`src/rtl/prog_mealy_fsm.sv`:
```
// prog_mealy_fsm -- table-programmable Mealy state machine.
//
// Each of the N_STATE table entries is {valid, sel, nxt1, nxt0, out1, out0}.
// In the current state the entry picks one primary input bit b = x[sel]
// (b = 0 when sel is out of range). While running, y shows (b ? out1 : out0)
// combinationally, and the next falling edge loads (b ? nxt1 : nxt0).
// The table can only be written while run = 0.
//
// Ports:
//   clk       in   single clock; state and table update on the falling edge
//   rst       in   asynchronous active-high reset
//   x         in   [N_IN]  primary inputs
//   run       in   1 = execute the table, 0 = hold state (config allowed)
//   cfg_we    in   table write strobe
//   cfg_addr  in   [SW]    entry index to write
//   cfg_data  in   [CW]    {valid, sel, nxt1, nxt0, out1, out0}, MSB first
//   y         out  [N_OUT] Mealy outputs
//   state_o   out  [SW]    current state index
//   err       out  sticky error flag, cleared only by reset
module prog_mealy_fsm #(
   parameter int N_IN        = 43,
   parameter int N_OUT       = 18,
   parameter int N_STATE     = 18,
   parameter int RESET_STATE = 0,
   localparam int SW = (N_STATE > 1) ? $clog2(N_STATE) : 1,
   localparam int IW = (N_IN > 1) ? $clog2(N_IN) : 1,
   localparam int CW = 1 + IW + 2 * SW + 2 * N_OUT
) (
   input  logic              clk,
   input  logic              rst,
   input  logic [N_IN-1:0]   x,
   input  logic              run,
   input  logic              cfg_we,
   input  logic [SW-1:0]     cfg_addr,
   input  logic [CW-1:0]     cfg_data,
   output logic [N_OUT-1:0]  y,
   output logic [SW-1:0]     state_o,
   output logic              err
);

   // Entry payload without the valid bit.
   localparam int DW = CW - 1;

   // Limits widened by one bit so any index value can be range-checked.
   localparam logic [SW:0]   N_STATE_W = (SW + 1)'(N_STATE);
   localparam logic [IW:0]   N_IN_W    = (IW + 1)'(N_IN);
   localparam logic [SW-1:0] RESET_IDX = SW'(RESET_STATE);

   logic            valid_reg [N_STATE];
   logic [DW-1:0]   data_reg  [N_STATE];
   logic [SW-1:0]   state_reg, state_next;
   logic            err_reg, err_next;

   logic            cur_valid;
   logic [DW-1:0]   cur_data;
   logic [IW-1:0]   cur_sel;
   logic [SW-1:0]   cur_nxt1, cur_nxt0, nxt_sel;
   logic [N_OUT-1:0] cur_out1, cur_out0;
   logic            test_bit;
   logic            exec;
   logic            cfg_ok, cfg_bad;

   // Current-state entry lookup. The state register never holds an
   // out-of-range index, but the guard keeps the read well defined anyway.
   always_comb begin
      cur_valid = 1'b0;
      cur_data  = '0;
      if ({1'b0, state_reg} < N_STATE_W) begin
         cur_valid = valid_reg[state_reg];
         cur_data  = data_reg[state_reg];
      end
   end

   assign cur_sel  = cur_data[DW-1 -: IW];
   assign cur_nxt1 = cur_data[DW-1-IW -: SW];
   assign cur_nxt0 = cur_data[DW-1-IW-SW -: SW];
   assign cur_out1 = cur_data[2*N_OUT-1 -: N_OUT];
   assign cur_out0 = cur_data[N_OUT-1:0];

   // An out-of-range selector reads as 0, so the out0/nxt0 path is taken.
   always_comb begin
      test_bit = 1'b0;
      if ({1'b0, cur_sel} < N_IN_W)
         test_bit = x[cur_sel];
   end

   assign exec    = run && cur_valid;
   assign nxt_sel = test_bit ? cur_nxt1 : cur_nxt0;

   assign y       = exec ? (test_bit ? cur_out1 : cur_out0) : '0;
   assign state_o = state_reg;
   assign err     = err_reg;

   // Writing while running is refused, which also guarantees the table and
   // the state never change on the same edge.
   assign cfg_ok  = cfg_we && !run && ({1'b0, cfg_addr} < N_STATE_W);
   assign cfg_bad = cfg_we && (run || ({1'b0, cfg_addr} >= N_STATE_W));

   always_comb begin
      state_next = state_reg;
      err_next   = err_reg;
      if (exec) begin
         if ({1'b0, nxt_sel} < N_STATE_W) begin
            state_next = nxt_sel;
         end else begin
            state_next = RESET_IDX;
            err_next   = 1'b1;
         end
      end
      if (cfg_bad)
         err_next = 1'b1;
   end

   always_ff @(negedge clk or posedge rst) begin
      if (rst) begin
         state_reg <= RESET_IDX;
         err_reg   <= 1'b0;
      end else begin
         state_reg <= state_next;
         err_reg   <= err_next;
      end
   end

   // Per-entry storage. Only the valid bits are reset; payload contents are
   // irrelevant while the entry is invalid, so they carry no reset.
   for (genvar gi = 0; gi < N_STATE; gi++) begin : g_entry
      always_ff @(negedge clk or posedge rst) begin
         if (rst)
            valid_reg[gi] <= 1'b0;
         else if (cfg_ok && cfg_addr == SW'(gi))
            valid_reg[gi] <= cfg_data[CW-1];
      end

      always_ff @(negedge clk) begin
         if (!rst && cfg_ok && cfg_addr == SW'(gi))
            data_reg[gi] <= cfg_data[DW-1:0];
      end
   end

endmodule

```
`config.mk`:
```
export PLATFORM = sky130hd
export DESIGN_NAME = prog_mealy_fsm
export DESIGN_NICKNAME = d
export VERILOG_FILES = /design/src/rtl/prog_mealy_fsm.sv
export SDC_FILE = /design/constraint.sdc
export NUM_CORES = 1
export LEC_CHECK = 0
export CELL_PAD_IN_SITES_DETAIL_PLACEMENT = 0
export CELL_PAD_IN_SITES_GLOBAL_PLACEMENT = 1
export CORE_MARGIN = 2
export CORE_UTILIZATION = 54
export DETAILED_ROUTE_END_ITERATION = 12
export MAX_ROUTING_LAYER = met4
export PLACE_DENSITY = 0.82
export SKIP_CTS_REPAIR_TIMING = 1
export SKIP_LAST_GASP = 1
export SLEW_MARGIN = 30
export SYNTH_ARGS = -nofsm -noshare
export SYNTH_HDL_FRONTEND = slang
export SYNTH_SLANG_ARGS = --single-unit
export TNS_END_PERCENT = 10
```
`constraint.sdc`:
```
create_clock -name clk -period 5.5 [get_ports clk]
set_input_delay 1.1 -clock clk [delete_from_list [all_inputs] [get_ports clk]]
set_output_delay 1.1 -clock clk [all_outputs]
set_load 0.01 [all_outputs]
```
== After elaboration in Yosys (flattened, before gate mapping) ==
Memories as Yosys holds them, arrays and structs flattened.
Cells that the tools add are included.
Cells by class
  $lt $le $gt $ge: 7
  equality and inequality tests: 18
  multiplexer cells: 102
  bitwise logic cells: 1
  reductions and logical operators: 64
Operators by type and width (count)
  two-way mux 52 bit: 18
  OR reduction 52 bit: 17
  two-way mux 5 bit: 19
  two-way mux 1 bit: 61
  logical AND 1 bit: 41
  == test 5 x 4 -> 1 bit (second input constant): 8
  two-way mux 18 bit: 2
  == test 5 x 3 -> 1 bit (second input constant): 4
  less-than comparator 5 bit (second input constant): 3
  == test 5 x 2 -> 1 bit (second input constant): 2
  == test 5 bit (second input constant): 2
  less-than comparator 6 x 7 -> 1 bit (second input constant): 1
  binary-select mux 1 bit (select 6 bit): 1
  >= comparator 6 bit (second input constant): 1
  less-than comparator 6 bit (second input constant): 1
  inverter 5 -> 6 bit: 1
  binary-select mux 1 bit (select 5 bit): 1
  == test 5 x 1 -> 1 bit (second input constant): 1
  >= comparator 5 bit (second input constant): 1
  logical NOT 5 bit: 1
  logical NOT 1 bit: 2
  != test 2 bit (second input constant): 1
  AND reduction 2 bit: 1
  nonzero test 2 bit: 1
  logical OR 1 bit: 1
Storage, ports and cells
  register bits after elaboration: 24
  memory bits (writable): 936
  bits of input ports: 105
  output and inout port bits: 24
  logic and storage cells: 213
  memories: 1
Memory list
  data_reg: depth 18, bits a word 52, read ports 1, clocked after Yosys merged registers in 0, wr ports 1, RTL line 50  | logic [DW-1:0] data_reg [N_STATE];

== Logic depth before layout (Yosys ltp) ==
Gate-level depths: netlist (run 1).
  word-level depth: 25
  depth in mapped cells: 16

==> results of run 1 <==
stage by stage:
step	setup TNS [ps]	worst slack (ps)	cell area, um2
floorplan	-1085840	-1660	38000
global placement	-366870	-2400	42400
detailed placement	-418230	-2440	42400
CTS	-61550	-3160	49400
global route	-58890	-2860	49700
finish	-56180	-2750	49700
cells by family after synthesis:
logic type | count (synthesis)
buffers and inverters | 106
AO/OA/AOI/OAI | 146
flip-flops | 960
AND/OR/NAND/NOR | 156
multiplexers | 364
area by class of cell:
| type | instances | area (um2) | share of cell area, % |
|---|---|---|---|
| Inverter | 16 | 62.6 | 0.126 |
| Antenna cell | 3 | 7.51 | 0.0151 |
| Timing Repair Buffer | 337 | 3840 | 7.73 |
| Clock buffer | 98 | 2450 | 4.93 |
| Multi-Input combinational cell | 666 | 8920 | 17.9 |
| Sequential cell | 960 | 28700 | 57.7 |
| Tap cell | 931 | 1160 | 2.34 |
| Clock inverter | 1017 | 4560 | 9.17 |
power groups by stage:
stage / Sequential [mW] / Combinational, mW / Clock [mW]
after floorplan: 8.27 / 3.98 / 1.01
after global placement: 8.26 / 5.96 / 1.01
after detailed placement: 8.27 / 6.02 / 1.01
after CTS: 8.17 / 6.12 / 10.4
after global routing: 8.16 / 7.13 / 11.1
final: 8.17 / 6.84 / 10.2
worst min path at each step:
stage                         end     startpoint
floorplan           valid_reg[11]  valid_reg[11]
global placement     valid_reg[6]   valid_reg[6]
detailed placement  valid_reg[13]  valid_reg[13]
CTS                 valid_reg[13]  valid_reg[13]
global route        valid_reg[13]  valid_reg[13]
finish              valid_reg[13]  valid_reg[13]
placed cells by master, fill, tap and decap left out, drive strengths merged, types with 3 or more instances in the layout:
master         netlist  routed
mux4               240     240
o211ai              20      20
o32ai                7       7
nor3                12      12
nand3                4       4
nor2b                3       3
a211o               19      19
edfxtp             936     936
o2111ai              3       3
and3                 5       5
clkdlybuf4s50        0     110
a2bb2oi              3       3
a211oi               4       4
o22ai                8       8
inv                 17     989
o31ai                5       5
a21oi               31      31
bufinv               0      21
clkinv               0      10
a22oi                4       4
buf                 45     209
mux2i               84      84
diode                0       3
o21ai               10      10
nand2               45      45
a31oi                4       4
clkbuf              44     106
dlymetal6s2s         0      10
mux2                40      40
a22o                 5       5
dfrtn               24      24
clkinvlp             0      13
nand2b              10      10
nor2                64      64
o221ai               6       6
per-layer routing:
layer / routed length [um] / track usage (%) / part of all wire [%] / up-vias
li1: - / - / - / 9902
met1: 38200 / 36.4 / 37 / 11900
met2: 52800 / 47.2 / 51 / 1467
met3: 10200 / 8.81 / 9.8 / 221
met4: 2770 / 14.3 / 2.7 / 0
met5: 0 / - / 0 / -
==> impl_metrics.yaml, run 1 <==
power_and_ir_drop:
  pwr-share-seq_pct: 32.4
  p_sw_mw: 8.64
  p_sw_share_pct: 34.3
  intPower_mw: 16.6
  ir_drop_mv: 0.411
  power_leakage_nw: 20.0
  pwr-share-clk_pct: 40.4
  power_mw: 25.2
  power_frac_comb_pct: 27.1
  p_per_area_nw_per_um2: 507
sta:
  setup_violations: 29
  worst_pin_slew_ps: 830
  fin_ws_ps: -2750
  holdWs_ps: 451
  hold_viol_final: 0
  fin_worst_skew_ps: 93.9
  maxSlewViolCount: 0
  rsz0062_at_grt: "true"
  maxSlewHeadroom_pct: 44.3
routing:
  drt-initial-drc-count: 2723
  drc: 0
  wl_per_cell_um: 25.8
  via_per_inst: 5.82
  vias: 23400
  drt_wl_total_mm: 104
  antenna_left: 0
  first_pass_iters: 5
critical_path:
  worstSetupPathDepth: 14
  critPathTopFamily: "compound AO/OA/AOI/OAI gates"
  worst_ep_arrival_time_ps: 7150
  crit_start: "state_o[1]"
  slowest_delay_ps: 590
  worstPathMaxFanout: 6
  crit_path_end: "y[11]"
  cp-start-kind: "flip-flop"
  crit_buf_inv: 5
  rrSetupSlack_ps: 1160
  crit_path_end_kind: "output port"
  crit_chain: "or4b_4 > buf_4 > nor2_1 > a2bb2oi_1 > nor2_1 > buf_4 > a32o_2 > a311oi_4 > nand4_4 > buf_12 > buf_12 > a211o_1 > a21oi_4 > clkbuf_2"
  critPathKind: "flip-flop to output port"
  r2r_end: "state_o[4]"
  crit_required_ps: 4400
  reg2reg_depth: 12
  r2r-start: "state_o[0]"
  crit_path_top_delay_cell: "or4b_4"
floorplan:
  core_um2: 68900
  pin_count: 129
  die_x_um: 269
  dieArea_um2: 72100
  die_h_um: 269
  start_util_pct: 54.8
  row_count: 96
global_route:
  antenna_found_initial: 4
  grt_max_degree: 74
  overflow: 0
  grt_pass1_wl_mm: 152
  grt_pass1_vias: 26300
  grt_usage_pct: 30.1
synthesis:
  yosysWarningCount: 0
  synthTopCellsByCount: "936 x edfxtp_1, 237 x mux4_2, 83 x mux2i_1"
  synth.distinct_cells: 68
  async_reset_ff_share_pct: 2.50
  synth_top_family_by_area: "multiplexers"
  synth_flop_cell: "edfxtp_1"
  synthTopCellsByArea: "edfxtp_1 74%, mux4_2 14%, mux2i_1 2.2%, dfrtn_1 1.6%, mux2_2 1.2%"
  synthAdderAreaFrac_pct: 0
  yosys_register_bits: 960
  yosys.area_share.simple_pct: 1.94
  synth_compound_area_share_pct: 2.90
  synth_top_area_share_pct: 74.4
  synth_edf_count: 936
  syn_area_per_cell_um2: 21.8
  syn_nets: 1837
  yosys.area.top_type: "edfxtp_1"
  synth_area_um2: 37800
  syn_inst: 1732
  synth.most_common_cell: "edfxtp_1"
  synth-xor-area-share_pct: 0
  synth-seq-area-share_pct: 76.0
  synthMuxAreaShare_pct: 17.8
clock_network:
  cts_tree: "built"
  clock_path_buffers: 3
  clock_latency_ps: 710
  clk_pin_slew_worst_paths_ps: 50
  cts_sinks: 960
  htree_levels: 3
  clockRootBuffer: "clkbuf_16"
  cts_buffers: 98
cells_and_area:
  utilization_pct: 72.1
  area_delta_synth_final_pct: 31.6
  layout.nets: 3120
  largest_register_ffs: 936
  drive_gt1_share_pct: 23.3
  fin_cells: 4028
  final.fill_count: 4010
place:
  place_congestion: 0.873
  numPortBuffers: 128
  dp_cells: 2905
  dp_hpwl_mm: 55.0
run_status:
  violations: "setup timing"
  status: "finished, violations left"
min_path:
  hold_class: "flip-flop to flip-flop"
  holdPathStages: 1
job:
  max-cap-violations: 0
Power figures use the tool's default switching activity.
==> inputs of run 2 (changes only) <==
Settings changed: SKIP_LAST_GASP 1 to unset.
==> run 2 against run 1 <==
  * The flow still finishes with violations (setup timing)
  * Cell count stayed put
  * Largest power group unchanged
  * Setup slack worse by 14 ps
  * Worst hold slack worse by 0.57 ps
  * Die area stayed put
  * Via count is 0.39% higher
  * Register-to-register slack worse by 20 ps
==> impl_metrics.yaml, run 2 (synthesis results as in run 1) <==
cells_and_area:
  final_common_cell: "inv_1"
  multi_input_area_um2: 8990
  largest_register_ffs: 936
  final.fill_count: 4003
  final_cell_mix: "964 x inv_1, 936 x edfxtp_1, 237 x mux4_2"
  layout.nets: 3120
  utilization_pct: 72.2
  final-seq-area_um2: 28700
  area_delta_synth_final_pct: 31.8
  stdcell_area_um2: 49800
  fin_cells: 4028
  drive_gt1_share_pct: 23.9
clock_network:
  clk_pin_slew_worst_paths_ps: 50
  htree_levels: 3
  cts_tree: "built"
  clock_latency_ps: 700
  cts_buffers: 98
  cts_sinks: 960
  clockRootBuffer: "clkbuf_16"
  clock_path_buffers: 3
routing:
  vias: 23500
  drt-initial-drc-count: 2739
  wl_per_cell_um: 25.8
  first_pass_iters: 6
  drc: 0
  drt_wl_total_mm: 104
  antenna_left: 0
  via_per_inst: 5.84
run_status:
  violations: "setup timing"
  status: "finished, violations left"
floorplan:
  start_util_pct: 54.8
  dieArea_um2: 72100
  die_h_um: 269
  row_count: 96
  pin_count: 129
  die_x_um: 269
  core_um2: 68900
place:
  place_congestion: 0.873
  dp_cells: 2905
  placedInstanceArea_um2: 42400
  dp_hpwl_mm: 55.0
  numPortBuffers: 128
global_route:
  grt_max_degree: 74
  grt_usage_pct: 30.1
  overflow: 0
  antenna_found_initial: 3
  grt_pass1_wl_mm: 152
  grt_pass1_vias: 26300
critical_path:
  critPathKind: "flip-flop to output port"
  worstPathMaxFanout: 7
  cp-start-kind: "flip-flop"
  crit_buf_inv: 5
  slowest_delay_ps: 590
  crit_path_top_delay_cell: "or4b_4"
  crit_chain: "or4b_4 > buf_4 > nor2_1 > a2bb2oi_1 > nor2_1 > buf_4 > a32o_2 > a311oi_4 > nand4_4 > buf_12 > buf_12 > a211o_1 > a21oi_4 > buf_6"
  crit_required_ps: 4400
  crit_path_end_kind: "output port"
  critPathTopFamily: "compound AO/OA/AOI/OAI gates"
  worst_ep_arrival_time_ps: 7170
power_and_ir_drop:
  p_sw_share_pct: 34.3
  power_mw: 25.4
  power_frac_comb_pct: 27.6
  intPower_mw: 16.7
  pwr-share-clk_pct: 40.1
  pwr-share-seq_pct: 32.2
  ir_drop_mv: 0.448
  power_leakage_nw: 19.9
  p_per_area_nw_per_um2: 509
  p_sw_mw: 8.70
sta:
  setup_violations: 29
  fin_ws_ps: -2770
  tns_ps: -53410
  hold_viol_final: 0
  rsz0062_at_grt: "true"
  maxSlewViolCount: 0
  maxSlewHeadroom_pct: 47.7
  fin_worst_skew_ps: 89.8
  worst_pin_slew_ps: 785
min_path:
  hold_class: "flip-flop to flip-flop"
job:
  max-cap-violations: 0
## run 2: area by class of cell
cell class | count | area share (%)
antenna | 3 | 0.0151
clock buffer | 98 | 4.93
clock inverter | 1017 | 9.16
inverter | 16 | 0.126
multi-input combinational | 666 | 18.1
sequential | 960 | 57.7
tap | 931 | 2.34
timing repair buffer | 337 | 7.72
## run 2: per-stage QoR
| step | hold WS (ps) | setup WS, ps |
|---|---|---|
| after floorplan | 436 | -1660 |
| after global placement | 446 | -2400 |
| after detailed placement | 455 | -2440 |
| after CTS | 455 | -3160 |
| after global routing | 473 | -2830 |
| final | 451 | -2770 |
## run 2: power groups by stage
stage | registers, mW | logic, mW | clock network, mW
3_3_place_gp | 8.26 | 5.96 | 1.01
3_5_place_dp | 8.27 | 6.02 | 1.01
6_report | 8.18 | 7.00 | 10.2
5_1_grt | 8.17 | 7.29 | 11.1
4_1_cts | 8.17 | 6.12 | 10.4
2_1_floorplan | 8.27 | 3.98 | 1.01
## run 2: routing by layer
layer  vias up  part of all wire [%]  GRT usage (%)
met5         -                     0              -
met4         0                   2.7           14.3
met1     11900                    36           36.4
met3       218                    10           8.81
li1       9921                     -              -
met2      1506                    51           47.2
## run 2: worst paths after layout
kind                               start       endpoint  slack (ps)  cells after the start
setup / recovery              state_o[1]           y[5]       -2770                     14
hold / removal             valid_reg[13]  valid_reg[13]         450                      1
min in group asynchronous            rst     state_o[3]        3650                      3
setup reg to reg              state_o[0]     state_o[4]        1140                     12
max in group asynchronous            rst            err        1460                      3
hold reg to reg            valid_reg[13]  valid_reg[13]         450                      1
## run 2: worst reg2reg max path, stage by stage, from the launching register on
cell and delay (ps):
dfrtn_1 470, buf_12 180, buf_8 200, buf_4 580, buf_4 540, mux4_2 610
mux4_2 470, nor2_1 130, a21oi_1 110, nor3_1 390, mux2i_4 150, buf_4 170
o31ai_2 320
